File: config.mk
export PLATFORM = sky130hd
export DESIGN_NAME = dsp_result_capture_flat
export DESIGN_NICKNAME = d
export VERILOG_FILES = /design/src/rtl/dsp_result_capture_if.sv /design/src/rtl/dsp_result_capture.sv /design/src/flat_wrapper.sv
export SDC_FILE = /design/constraint.sdc
export NUM_CORES = 1
export LEC_CHECK = 0
export CAP_MARGIN = 20
export CORE_MARGIN = 1.5
export CORE_UTILIZATION = 43
export CTS_CLUSTER_DIAMETER = 100
export DETAILED_ROUTE_END_ITERATION = 8
export PLACE_DENSITY = 0.89
export SKIP_CTS_REPAIR_TIMING = 1
export SLEW_MARGIN = 20
export SYNTH_ARGS = -nofsm -noshare
export SYNTH_HDL_FRONTEND = slang
export SYNTH_SLANG_ARGS = --single-unit
File: constraint.sdc
create_clock -name clk -period 4.7 [get_ports clk]
set_input_delay 0.47 -clock clk [delete_from_list [all_inputs] [get_ports clk]]
set_output_delay 0.47 -clock clk [all_outputs]
set_load 0.01 [all_outputs]
File: src/rtl/dsp_result_capture_if.sv
// Capture-port bundle for dsp_result_capture: strobe/z sampling inputs, run control and result outputs.
// master drives the run (bench/controller side); slave is the capture block itself.
interface dsp_result_capture_if #(
  parameter int ZW = 108
);
  logic          strobe;
  logic [ZW-1:0] z;
  logic          start;
  logic [15:0]   n_samples;
  logic          busy;
  logic          done;
  logic [31:0]   signature;
  logic [15:0]   count;
  logic [ZW-1:0] last_z;
  logic [1:0]    dbg_state;

  modport master (
    output strobe, z, start, n_samples,
    input  busy, done, signature, count, last_z, dbg_state
  );

  modport slave (
    input  strobe, z, start, n_samples,
    output busy, done, signature, count, last_z, dbg_state
  );
endinterface

File: src/rtl/dsp_result_capture.sv
// Folds LATENCY-delayed, strobe-qualified DSP results into a 32-bit MISR over a run of n_samples.
// Optional last_z register is built only when DSP_CAPTURE_LAST_Z_EN is defined.
module dsp_result_capture #(
  parameter int LATENCY = 1,
  parameter int ZW      = 108
) (
  input logic                 clk,
  input logic                 rst,
  dsp_result_capture_if.slave bus
);

  typedef enum logic [1:0] {
    S_IDLE = 2'd0,
    S_RUN  = 2'd1,
    S_DONE = 2'd2
  } state_t;

  state_t       r_state;
  logic         r_busy;
  logic         r_done;
  logic [31:0]  r_sig;
  logic [15:0]  r_count;
  logic [15:0]  r_limit;
  logic         w_stb_d;
  logic         w_fold_en;
  logic [127:0] w_z_ext;
  logic [31:0]  w_fold;
  logic [31:0]  w_sig_next;

  // Strobe delay line runs every cycle, independent of the FSM.
  generate
    if (LATENCY == 0) begin : g_no_delay
      assign w_stb_d = bus.strobe;
    end else begin : g_delay
      logic [LATENCY-1:0] r_stb_pipe;
      always_ff @(posedge clk or posedge rst) begin
        if (rst) begin
          r_stb_pipe <= '0;
        end else begin
          r_stb_pipe[0] <= bus.strobe;
          for (int i = 1; i < LATENCY; i++) begin
            r_stb_pipe[i] <= r_stb_pipe[i-1];
          end
        end
      end
      assign w_stb_d = r_stb_pipe[LATENCY-1];
    end
  endgenerate

  always_comb begin
    w_z_ext         = '0;
    w_z_ext[ZW-1:0] = bus.z;
    w_fold          = w_z_ext[31:0] ^ w_z_ext[63:32] ^ w_z_ext[95:64] ^ w_z_ext[127:96];
    w_sig_next      = ({r_sig[30:0], 1'b0} ^ (r_sig[31] ? 32'h04C11DB7 : 32'h0)) ^ w_fold;
  end

  // start wins over a coincident delayed strobe.
  assign w_fold_en = (r_state == S_RUN) && w_stb_d && !bus.start;

  always_ff @(posedge clk or posedge rst) begin
    if (rst) begin
      r_state <= S_IDLE;
      r_busy  <= 1'b0;
      r_done  <= 1'b0;
      r_sig   <= '0;
      r_count <= '0;
      r_limit <= '0;
    end else if (bus.start) begin
      r_sig   <= '0;
      r_count <= '0;
      r_limit <= bus.n_samples;
      if (bus.n_samples == 16'd0) begin
        r_state <= S_DONE;
        r_busy  <= 1'b0;
        r_done  <= 1'b1;
      end else begin
        r_state <= S_RUN;
        r_busy  <= 1'b1;
        r_done  <= 1'b0;
      end
    end else if (w_fold_en) begin
      r_sig   <= w_sig_next;
      r_count <= r_count + 16'd1;
      if (r_count + 16'd1 == r_limit) begin
        r_state <= S_DONE;
        r_busy  <= 1'b0;
        r_done  <= 1'b1;
      end
    end
  end

`ifdef DSP_CAPTURE_LAST_Z_EN
  logic [ZW-1:0] r_last_z;
  always_ff @(posedge clk or posedge rst) begin
    if (rst) begin
      r_last_z <= '0;
    end else if (bus.start) begin
      r_last_z <= '0;
    end else if (w_fold_en) begin
      r_last_z <= bus.z;
    end
  end
  assign bus.last_z = r_last_z;
`else
  assign bus.last_z = '0;
`endif

  assign bus.busy      = r_busy;
  assign bus.done      = r_done;
  assign bus.signature = r_sig;
  assign bus.count     = r_count;
  assign bus.dbg_state = r_state;

endmodule

File: src/flat_wrapper.sv
// flat-port wrapper written by rule: the top's interface ports become plain ports
module dsp_result_capture_flat 
#(
  parameter int LATENCY = 1,
  parameter int ZW      = 108
)
  (clk, rst, bus_strobe, bus_z, bus_start, bus_n_samples, bus_busy, bus_done, bus_signature, bus_count, bus_last_z, bus_dbg_state);
  dsp_result_capture_if #(.ZW(ZW)) bus_i ();
  input logic clk;
  input logic rst;
  input wire logic [$bits(bus_i.strobe)-1:0] bus_strobe;
  input wire logic [$bits(bus_i.z)-1:0] bus_z;
  input wire logic [$bits(bus_i.start)-1:0] bus_start;
  input wire logic [$bits(bus_i.n_samples)-1:0] bus_n_samples;
  output wire logic [$bits(bus_i.busy)-1:0] bus_busy;
  output wire logic [$bits(bus_i.done)-1:0] bus_done;
  output wire logic [$bits(bus_i.signature)-1:0] bus_signature;
  output wire logic [$bits(bus_i.count)-1:0] bus_count;
  output wire logic [$bits(bus_i.last_z)-1:0] bus_last_z;
  output wire logic [$bits(bus_i.dbg_state)-1:0] bus_dbg_state;
  assign bus_i.strobe = bus_strobe;
  assign bus_i.z = bus_z;
  assign bus_i.start = bus_start;
  assign bus_i.n_samples = bus_n_samples;
  assign bus_busy = bus_i.busy;
  assign bus_done = bus_i.done;
  assign bus_signature = bus_i.signature;
  assign bus_count = bus_i.count;
  assign bus_last_z = bus_i.last_z;
  assign bus_dbg_state = bus_i.dbg_state;
  dsp_result_capture #(.LATENCY(LATENCY), .ZW(ZW)) u_core (.clk(clk), .rst(rst), .bus(bus_i));
endmodule
Word level (Yosys, flattened, before mapping):

Index checks and enable logic that the tools add are counted.

* add/sub/neg operators: 1
* reduce and logical (&&, ||, !) cells: 7
* bitwise logic cells: 5
* eq/ne operators: 2
* multiplexer cells: 17

Operators with widths (count)
* $xor A32 B32 Y32: 4
* $mux W32: 2
* $mux W16: 2
* $xor A32 B12 Y32: 1
* $mux W27: 1
* $add A16 B1 Y16 const B: 1
* $eq A16 B16 Y1: 1
* $logic_not A16 Y1: 1
* $mux W1: 8
* $mux W2: 4
* $reduce_bool A2 Y1: 2
* $eq A2 B1 Y1 const B: 1
* $logic_and A1 B1 Y1: 2
* $reduce_and A2 Y1: 1
* $logic_not A1 Y1: 1

* register bits after elaboration: 69
* word-level logic and storage cells: 39
* input bits: 128
* output and inout port bits: 160

Longest topological paths before layout:

* depth after elaboration: 6
* gate-level depth with buffers: 7
* mapped depth without buffers: 7

Least setup slack after synthesis:

No wires, ideal clock.

* kind: reg2reg
* start point: reg u_core.r_count[0], in the netlist u_core.bus.count[0]
* end point: reg u_core.r_state[1], in the netlist u_core.bus.dbg_state[1]
* path slack: 2.401 ns
* buffers on the path: 0
* clock period less this slack: 2.299 ns
* cell stages (with the launch flop): 8
* arrival time: 2.175 ns
* required time: 4.576 ns
* library setup time: 0.124 ns
* cells stage by stage: dfrtp_1 -> ha_1 -> nand3_2 -> nor4_2 -> mux2_2 -> o211ai_1 -> nor4_2 -> a211o_1

* word-level cells in the longest chain between the ends: 4

RTL lines
* from (decl): RTL line dsp_result_capture.sv:22 `logic [15:0] r_count;`
* from (signal assigned): RTL line dsp_result_capture.sv:83 `r_count <= r_count + 16'd1;`
* $add A16 B1 Y16: RTL line dsp_result_capture.sv:84 `if (r_count + 16'd1 == r_limit) begin`
* $eq A16 B16 Y1: RTL line dsp_result_capture.sv:84
* $reduce_bool A2 Y1 (no line)
* $reduce_and A2 Y1 (no line)
* to (signal assigned): RTL line dsp_result_capture.sv:73 `r_state <= S_DONE;`
* to (signal assigned): RTL line dsp_result_capture.sv:77 `r_state <= S_RUN;`
* to (signal assigned): RTL line dsp_result_capture.sv:85 `r_state <= S_DONE;`
* to (decl): RTL line dsp_result_capture.sv:18 `state_t r_state;`

No other way between the ends.
A chain may end at the register's enable or synchronous reset.

Worst setup path after layout:

Same ends and word-level chain as after synthesis.

==> out/metrics.yaml <==
outcome:
  status: "complete, but fails checks"
  violations: "DRC"
grt:
  use_met2_pct: 35.3
  antenna_found_initial: 0
  grt_max_degree: 60
  globalRoute.busiestLayer: "met2"
  grt_pass1_vias: 3814
  grtUsageMet3_pct: 6.64
  grt_pass1_wl_mm: 19.6
  gr-usage-all-layers_pct: 20.0
  grt_use_met1_pct: 23.2
  overflow: 0
drt:
  drt_iter0_drc: 270
  first_pass_iters: 7
  totalWireLength_mm: 12.6
  vias: 4008
  via_per_inst: 4.63
  ant_nets: 0
  post_drt_wl_per_cell_um: 14.6
  drc: 14
synth:
  ys_warn_count: 0
  synth.cell_area_um2: 5150
  yosys.cell_types.count: 44
  synth_async_sr_flop_share_pct: 100
  synth_cells: 554
  synthFlopType: "dfrtp_1"
  postSynthAreaPerCell_um2: 9.30
  ys_seq_area_share_pct: 32.5
  synth_seq_cells: 67
  synth_edf_count: 0
clock_tree:
  cts_tree: "done"
  cts_sinks: 67
  root_buffer: "clkbuf_16"
  htree_levels: 3
  cts_made_buffers: 9
  clk-insertion-delay-late_ns: 0.34
  clk_pin_slew_ns: 0.06
  clockBufferDepth: 2
timing:
  rsz0062_at_grt: "false"
  relSlewSlack_pct: 31.7
  fin_crit_ns: 2.48
  worst_pin_slew_ns: 1.02
  clock_skew_ns: 0.00804
  fmax_mhz: 404
  setup_slack_ns: 2.22
  finalHoldViolations: 0
  tns_ns: 0
  drv_slew: 0
  setup_violations: 0
  fin_crit_sh_pct: 52.7
worst_setup_path:
  crit_path_end_kind: "flip-flop"
  reg2reg_depth: 7
  worstPathRequired_ns: 4.92
  critical_path.startpoint_type: "flip-flop"
  cp_data_arrival_time_ns: 2.70
  path_class: "reg -> reg"
  cp_max_fo: 10
place:
  place_congestion: 0.860
  place_area_um2: 6610
  portBuffers: 179
  pre_cts_slack_ns: 2.21
  hpwl_mm: 10.0
die:
  start_util_pct: 44.5
  row_count: 39
  die-area_um2: 12600
  dieWidth_um: 112
  ios: 288
  core_area_um2: 11600
  die_y_um: 112
final_layout:
  design_area_um2: 6900
  fin_nets: 848
  diodes: 0
  fillers: 979
  syn2layout_area_growth_pct: 34.0
  regArea_um2: 1680
  multi_input_area_um2: 2940
  drive_above_1_share_pct: 6.36
power:
  ir_worst_vdd_mv: 0.170
  power.leakage_nw: 2.77
  power.density_nw_per_um2: 284
  totalPowerFinal_mw: 1.96
worst_hold_path:
  min_path_type: "in -> async"
flow_run:
  drv_cap: 0
-- synth_stat cells, types with 7 or more instances --
| cell type | number | share of area (%) |
|---|---|---|
| mux2_2 | 17 | 3.7 |
| buf_4 | 110 | 16 |
| o21ai_0 | 7 | 0.68 |
| nor2_1 | 42 | 3.1 |
| nor3_1 | 8 | 0.78 |
| dfrtp_1 | 67 | 33 |
| xor2_1 | 27 | 4.6 |
| a211oi_1 | 23 | 3.4 |
| a21oi_1 | 15 | 1.5 |
| clkbuf_1 | 14 | 1.0 |
| xnor2_1 | 124 | 21 |
| nand3_1 | 9 | 0.87 |
| nand2_1 | 31 | 2.3 |
-- flip-flops by register name, indices dropped and copies added, names as in the netlist --
name                       flops
u_core.r_limit                16
u_core.bus.dbg_state           2
u_core.bus.signature          32
u_core.bus.count              16
u_core.g_delay.r_stb_pipe      1
-- report_power, final --
part           internal [mW]  leakage [nW]  total (mW)  switching, mW
logic                  0.339          1.76       0.597          0.258
clock network          0.409         0.146       0.672          0.262
registers              0.628         0.862       0.692         0.0645
-- routing by layer --
metal,share of wire [%],vias to the layer above
li1,-,1936
met1,38,1865
met2,52,188
met3,8.7,19
met4,1.8,0
met5,0,-
-- placed cells by master (no fill, tap or decap), types with 2 or more instances in the layout --
| cell type | count |
|---|---|
| a211oi_1 | 23 |
| a21oi_1 | 15 |
| and3_1 | 3 |
| buf_4 | 2 |
| clkbuf_16 | 9 |
| clkdlybuf4s50_1 | 178 |
| clkinv_2 | 2 |
| clkinv_4 | 2 |
| conb_1 | 108 |
| dfrtp_1 | 67 |
| inv_1 | 3 |
| mux2_2 | 17 |
| nand2_1 | 31 |
| nand3_1 | 9 |
| nand3b_1 | 2 |
| nand4_1 | 4 |
| nor2_1 | 42 |
| nor2b_1 | 2 |
| nor3_1 | 8 |
| nor3b_1 | 3 |
| nor4_1 | 5 |
| nor4_2 | 2 |
| o211ai_1 | 3 |
| o21ai_0 | 7 |
| or3_1 | 3 |
| or3_2 | 2 |
| xnor2_1 | 124 |
| xor2_1 | 27 |
-- cell families after synthesis --
kind of cell | count (synthesis) | share of synthesized area (%)
xor gates and xnor gates | 151 | 25.7
and+or+nand+nor | 123 | 12.2
other | 1 | 0.0728
adders and majority gates | 1 | 0.243
AOI/OAI and AO/OA | 54 | 6.90
buffers and inverters | 138 | 18.2
DFF | 67 | 32.5
muxes | 19 | 4.13
-- final cells by class --
type / instances / share of cell area [%]
Clock buffer: 9 / 3.26
Tap cell: 143 / 2.59
Multi-Input combinational cell: 456 / 42.6
Sequential cell: 67 / 24.3
Timing Repair Buffer: 181 / 26.1
Clock inverter: 6 / 0.961
Inverter: 4 / 0.218
-- critical path, stage by stage, from the launching register on --
cell	delay [ns]
dfrtp_1	0.51
ha_1	0.31
nand3_2	0.21
nor4_2	0.44
mux2_2	0.37
o211ai_1	0.21
nor4_2	0.07
a211o_1	0.24
-- final timing paths --
| check | from | end | slack, ns |
|---|---|---|---|
| max | u_core.bus.count[0] | u_core.bus.dbg_state[1] | 2.22 |
| min | rst | u_core.bus.count[10] | 0.50 |
| max reg2reg | u_core.bus.count[0] | u_core.bus.dbg_state[1] | 2.22 |
| min reg2reg | u_core.r_limit[0] | u_core.r_limit[0] | 0.54 |
| max in group asynchronous | rst | u_core.bus.signature[23] | 3.28 |
| min in group clk | u_core.r_limit[0] | u_core.r_limit[0] | 0.54 |
-- per-stage QoR --
stage	utilization [%]	hold WS [ns]	cells
2_1_floorplan	-	0.501	661
6_report	59.7	0.497	866
3_5_place_dp	57.2	0.526	851
3_3_place_gp	57.2	0.519	851
4_1_cts	59.7	0.508	866
5_1_grt	59.7	0.544	866
No activity file was read; power rests on OpenSTA's default activity.
